### config.mk
export PLATFORM = sky130hd
export DESIGN_NAME = program_sequencer
export DESIGN_NICKNAME = d
export VERILOG_FILES = /design/src/rtl/program_sequencer_pkg.sv /design/src/rtl/seq_instr_decoder.sv /design/src/rtl/program_sequencer.sv
export SDC_FILE = /design/constraint.sdc
export NUM_CORES = 1
export LEC_CHECK = 0
export ABC_AREA = 1
export BUFFER_PORTS_ARGS = -buffer_cell sky130_fd_sc_hd__buf_4
export CAP_MARGIN = 20
export CORE_UTILIZATION = 54
export CTS_BUF_LIST = sky130_fd_sc_hd__clkbuf_8
export DETAILED_ROUTE_END_ITERATION = 16
export GPL_ROUTABILITY_DRIVEN = 0
export PLACE_DENSITY = 0.88
export SLEW_MARGIN = 20
export SYNTH_ARGS = -nofsm -noshare
export SYNTH_HDL_FRONTEND = slang
export SYNTH_HIERARCHICAL = 1
export SYNTH_SLANG_ARGS = --single-unit
### constraint.sdc
create_clock -name clk -period 4.15 [get_ports clk]
set_input_delay 0.2075 -clock clk [delete_from_list [all_inputs] [get_ports clk]]
set_output_delay 0.2075 -clock clk [all_outputs]
set_load 0.05 [all_outputs]
### src/rtl/program_sequencer_pkg.sv
// Shared types and constants for the program sequencer.
// State encoding, opcode fields, source/enable codes and the control bundle.
package program_sequencer_pkg;

    typedef enum logic [1:0] {
        FETCH   = 2'd0,
        LOAD_IR = 2'd1,
        EXEC    = 2'd2
    } state_t;

    // Opcode prefixes, matched against the top bits of ir
    localparam logic       OP_LDI = 1'b0;     // ir[7]
    localparam logic [1:0] OP_MOV = 2'b10;    // ir[7:6]
    localparam logic [2:0] OP_ALU = 3'b110;   // ir[7:5]
    localparam logic [3:0] OP_JMP = 4'b1110;  // ir[7:4]
    localparam logic [3:0] OP_JNZ = 4'b1111;  // ir[7:4]

    // Data bus source codes; 0..7 follow the move source field directly
    localparam logic [3:0] SRC_DM    = 4'h7;
    localparam logic [3:0] SRC_PM    = 4'h8;
    localparam logic [3:0] SRC_IPINS = 4'h9;
    localparam logic [3:0] SRC_ZERO  = 4'hA;

    // reg_en bit positions
    localparam int EN_X0 = 0;
    localparam int EN_X1 = 1;
    localparam int EN_Y0 = 2;
    localparam int EN_Y1 = 3;
    localparam int EN_R  = 4;
    localparam int EN_M  = 5;
    localparam int EN_I  = 6;
    localparam int EN_DM = 7;
    localparam int EN_O  = 8;

    localparam logic [2:0] DST_I  = 3'd6;
    localparam logic [2:0] DST_DM = 3'd7;

    typedef struct packed {
        logic [3:0] source_sel;
        logic [8:0] reg_en;
        logic       i_sel;
        logic       x_sel;
        logic       y_sel;
    } ctrl_t;

    localparam ctrl_t CTRL_IDLE = '{
        source_sel: SRC_ZERO,
        reg_en:     9'h000,
        i_sel:      1'b0,
        x_sel:      1'b0,
        y_sel:      1'b0
    };

    // Enables for a destination code. A dm write also post-increments i.
    function automatic ctrl_t dest_ctrl(input logic [2:0] ddd);
        ctrl_t c;
        c = CTRL_IDLE;
        case (ddd)
            3'd0: c.reg_en[EN_X0] = 1'b1;
            3'd1: c.reg_en[EN_X1] = 1'b1;
            3'd2: c.reg_en[EN_Y0] = 1'b1;
            3'd3: c.reg_en[EN_Y1] = 1'b1;
            3'd4: c.reg_en[EN_O]  = 1'b1;
            3'd5: c.reg_en[EN_M]  = 1'b1;
            3'd6: c.reg_en[EN_I]  = 1'b1;
            3'd7: begin
                c.reg_en[EN_DM] = 1'b1;
                c.reg_en[EN_I]  = 1'b1;
                c.i_sel         = 1'b1;
            end
            default: c = CTRL_IDLE;
        endcase
        return c;
    endfunction

endpackage

### src/rtl/seq_instr_decoder.sv
// Combinational instruction decoder: ir -> datapath controls and jump decision.
// Ports: ir, exec (state is EXEC), r_eq_0 in; ctrl bundle, jump_taken out.
module seq_instr_decoder
    import program_sequencer_pkg::*;
(
    input  logic [7:0] ir,
    input  logic       exec,
    input  logic       r_eq_0,
    output ctrl_t      ctrl,
    output logic       jump_taken
);

    logic       is_ldi;
    logic       is_mov;
    logic       is_alu;
    logic       is_jmp;
    logic       is_jnz;
    logic [2:0] mv_dst;
    logic [2:0] mv_src;

    assign is_ldi = (ir[7] == OP_LDI);
    assign is_mov = (ir[7:6] == OP_MOV);
    assign is_alu = (ir[7:5] == OP_ALU);
    assign is_jmp = (ir[7:4] == OP_JMP);
    assign is_jnz = (ir[7:4] == OP_JNZ);
    assign mv_dst = ir[5:3];
    assign mv_src = ir[2:0];

    always_comb begin
        ctrl       = CTRL_IDLE;
        jump_taken = 1'b0;
        if (exec) begin
            unique case (1'b1)
                is_ldi: begin
                    ctrl            = dest_ctrl(ir[6:4]);
                    ctrl.source_sel = SRC_PM;
                end
                is_mov: begin
                    ctrl = dest_ctrl(mv_dst);
                    // Self-move reads the external i_pins instead
                    if (mv_src == mv_dst)
                        ctrl.source_sel = SRC_IPINS;
                    else
                        ctrl.source_sel = {1'b0, mv_src};
                    // dm read post-increments i unless i is the target
                    if (mv_src == 3'd7 && mv_dst != DST_I) begin
                        ctrl.reg_en[EN_I] = 1'b1;
                        ctrl.i_sel        = 1'b1;
                    end
                end
                is_alu: begin
                    ctrl.reg_en[EN_R] = 1'b1;
                    ctrl.x_sel        = ir[4];
                    ctrl.y_sel        = ir[3];
                end
                is_jmp: jump_taken = 1'b1;
                is_jnz: jump_taken = ~r_eq_0;
                default: begin
                    ctrl       = CTRL_IDLE;
                    jump_taken = 1'b0;
                end
            endcase
        end
    end

endmodule

### src/rtl/program_sequencer.sv
// Program sequencer: FETCH/LOAD_IR/EXEC loop holding pc, ir and state.
// Ports: clk, sync_reset (async high), hold, pm_data, r_eq_0 in;
//        pm_addr, ir, nibble_ir, source_sel, reg_en, i_sel, x_sel, y_sel out.
module program_sequencer
    import program_sequencer_pkg::*;
#(
    parameter int PC_W         = 8,
    parameter int RESET_VECTOR = 0
) (
    input  logic            clk,
    input  logic            sync_reset,
    input  logic            hold,
    input  logic [7:0]      pm_data,
    input  logic            r_eq_0,
    output logic [PC_W-1:0] pm_addr,
    output logic [7:0]      ir,
    output logic [3:0]      nibble_ir,
    output logic [3:0]      source_sel,
    output logic [8:0]      reg_en,
    output logic            i_sel,
    output logic            x_sel,
    output logic            y_sel
);

    localparam logic [PC_W-1:0] RV = PC_W'(RESET_VECTOR);

    state_t          state;
    state_t          state_nxt;
    logic [PC_W-1:0] pc;
    ctrl_t           ctrl;
    logic            jump_taken;

    always_ff @(posedge clk or posedge sync_reset) begin
        if (sync_reset)
            state <= FETCH;
        else
            state <= state_nxt;
    end

    always_comb begin
        state_nxt = state;
        case (state)
            FETCH:   if (!hold) state_nxt = LOAD_IR;
            LOAD_IR: state_nxt = EXEC;
            EXEC:    state_nxt = FETCH;
            default: state_nxt = FETCH;
        endcase
    end

    // Jump target keeps the page of the already-incremented pc
    always_ff @(posedge clk or posedge sync_reset) begin
        if (sync_reset) begin
            pc <= RV;
            ir <= 8'h00;
        end else if (state == LOAD_IR) begin
            ir <= pm_data;
            pc <= pc + PC_W'(1);
        end else if (state == EXEC && jump_taken) begin
            pc <= {pc[PC_W-1:4], ir[3:0]};
        end
    end

    seq_instr_decoder u_dec (
        .ir         (ir),
        .exec       (state == EXEC),
        .r_eq_0     (r_eq_0),
        .ctrl       (ctrl),
        .jump_taken (jump_taken)
    );

    assign pm_addr    = pc;
    assign nibble_ir  = ir[3:0];
    assign source_sel = ctrl.source_sel;
    assign reg_en     = ctrl.reg_en;
    assign i_sel      = ctrl.i_sel;
    assign x_sel      = ctrl.x_sel;
    assign y_sel      = ctrl.y_sel;

endmodule

==> results.py <==
metrics = {
    "die": {
        "start_util_pct": 59.5,
        "core_area_sq_um": 2020,
        "row_count": 16,
        "fp.dieH_um": 49.2,
        "die_w_um": 49.2,
        "die_area_sq_um": 2420,
        "io_pins": 48,
    },
    "hold_path": {
        "hp-class": "input pin to asynchronous set/reset pin",
    },
    "timing": {
        "worst_slack_ps": 2000,
        "fin_skew_ps": 7.27,
        "setup_viol": 0,
        "hold_violations": 0,
        "relSlewSlack_pct": 55.6,
        "tightest_slew_ps": 665,
        "timing.fmax_mhz": 466,
        "fin_setup_tns_ps": 0,
        "period_minus_slack_ps": 2150,
        "fin_crit_sh_pct": 51.7,
        "final_max_slew_viol_count": 0,
        "rsz0062_at_grt": "no",
    },
    "clock_network": {
        "clkTransAtPathRegs_ps": 70,
        "htreeDepth": 1,
        "postCtsSetupBuffers": 0,
        "cts_made_buffers": 3,
        "ctsHoldBuffers": 0,
        "clock-root-buffer": "clkbuf_8",
        "clock_path_buffers": 2,
        "clock-sinks": 18,
        "clk_latency_ps": 250,
        "cts_resized": 0,
        "cts_tree": "built",
    },
    "setup_path": {
        "crit_fanout": 10,
        "cp.required_ps": 3940,
        "end_kind": "output port",
        "worstPathArrival_ps": 1940,
        "path_class": "register to output port",
        "critPathLaunchType": "register",
    },
    "logic_synthesis": {
        "synth_cells": 181,
        "ys_ff_latch": 18,
        "synth_nets": 194,
        "syn_area_sq_um": 1200,
        "ys_types": 26,
        "yosys_warnings": 6,
        "syn_avg_cell_area_sq_um": 6.64,
        "yosysSeqAreaShare_pct": 37.5,
    },
    "route": {
        "avgRoutedWirePerCell_um": 12.5,
        "remaining_drc_errors": 0,
        "wl_met1_mm": 1.36,
        "top_layer": "met4",
        "vias": 1296,
        "first_iter_violations": 46,
        "viasPerCell": 5.16,
        "wl_met3_um": 126,
        "ant_nets": 0,
        "routed_wl_mm": 3.14,
        "dr.pass1.iters": 5,
        "routed-wl-met2_mm": 1.60,
    },
    "cells_and_area": {
        "final_layout_size_suffix_gt1_share_pct": 26.8,
        "layout_commonest_cell": "nand2_1",
        "layout_common_cells": "nand2_1 (75), buf_4 (47), inv_1 (25), dfrtp_1 (18), nand3_1 (14)",
        "antenna_cells": 0,
        "finish.cell_count_without_fillers": 251,
        "fillers": 153,
        "fin_nets": 239,
        "syn_to_final_growth_pct": 30.8,
    },
    "run": {
        "maxCapViolations": 0,
    },
    "power": {
        "p_seq_share_pct": 30.8,
        "p_leak_nw": 0.893,
        "ir_drop_mv": 0.458,
        "netSwitchingFraction_pct": 55.5,
        "combPwrFrac_pct": 57.4,
        "p_int_uw": 452,
        "clkPwrFrac_pct": 11.8,
        "powerDensity_nw_per_um2": 647,
        "p_switching_uw": 565,
    },
    "global_route": {
        "grt_max_degree": 19,
        "grt_pass1_vias": 1248,
        "grt_util_all_layers_pct": 28.8,
        "antenna_found_initial": 0,
        "grt_pass1_wl_mm": 5.39,
        "grt.overflow.total": 0,
    },
    "place": {
        "dp_slack_ps": 2270,
        "post-dp-hpwl_mm": 2.38,
        "dp.cells": 248,
        "numPortBuffers": 47,
    },
    "status": {
        "status": "completed",
    },
}
## critical path, cell delays in order (launching register included)
cell and delay (ps):
dfrtp_1 450, inv_2 60, nor2_1 430, nand2_1 160
or2_0 270, nor2_1 110, buf_4 200
## final cells by class
type	count	area [sq um]	share of cell area, %
multi-input cells	129	593	37.7
flip-flops and latches	18	450	28.6
repair buffers	47	353	22.4
inverters	27	101	6.44
clock buffers	3	41.3	2.63
well taps	27	33.8	2.15
## state kept, by name, summed over array words and instances, names as in the netlist
name and count:
pm_addr 8, state 2, ir 8
## cell usage after synthesis
library cell  number  area [sq um]
nand4_1            4          25.0
buf_6              2          22.5
dfrtp_1           18           450
a21oi_1            4          20.0
inv_1             25          93.8
nor2_4             2          22.5
inv_2              2          7.51
nand2_1           75           282
nor2_1            12          45.0
o21ai_1            1          5.00
o211ai_1           1          7.51
buf_4              4          30.0
o21ai_2            1          8.76
nor3_2             1          10.0
or2_0              1          6.26
nand3_2            1          10.0
nand2_2            2          12.5
ha_1               1          12.5
nor3_1             1          5.00
nor2_2             1          6.26
a211oi_1           1          7.51
nand3_1           14          70.1
buf_2              1          5.00
o21ai_0            4          20.0
xor2_1             1          8.76
xnor2_1            1          8.76
## metrics by stage
| stage | cell area, sq um | total power [mW] | util, % | hold WS, ps |
|---|---|---|---|---|
| floorplan | 1200 | 0.739 | - | 146 |
| global placement | 1530 | 0.877 | 75.7 | 337 |
| detailed placement | 1530 | 0.893 | 75.7 | 349 |
| CTS | 1570 | 1.02 | 77.8 | 83.9 |
| global route | 1570 | 1.08 | 77.8 | 99.9 |
| finish | 1570 | 1.02 | 77.8 | 56.3 |
## final timing paths
kind	start	endpoint	slack (ps)	depth (start not counted)
max	state[1]	reg_en[8]	2000	6
min	sync_reset	pm_addr[5]	60	2
max reg2reg	state[1]	pm_addr[1]	2320	9
min reg2reg	state[0]	state[0]	500	1
max in group asynchronous	sync_reset	ir[7]	3660	2
min in group clk	hold	state[0]	110	2
## cell families after synthesis
family,share of synthesized area (%)
compound gates,5.72
xor+xnor,1.46
flops,37.5
fa+ha+maj,1.04
buf+inv,13.2
simple gates,41.1
## routing by layer
metal  track usage (%)  up-vias
li1                  -      642
met1              36.6      602
met2              50.7       46
met3              4.98        6
met4              6.37        0
met5                 0        -
## power groups by stage
stage / registers [mW] / clock network [mW] / logic (mW)
6_report: 0.314 / 0.120 / 0.584
5_1_grt: 0.324 / 0.129 / 0.626
4_1_cts: 0.312 / 0.120 / 0.584
3_5_place_dp: 0.315 / 0 / 0.578
3_3_place_gp: 0.312 / 0 / 0.565
2_1_floorplan: 0.456 / 0 / 0.284
Note: power is estimated with default switching activity, not from simulation.
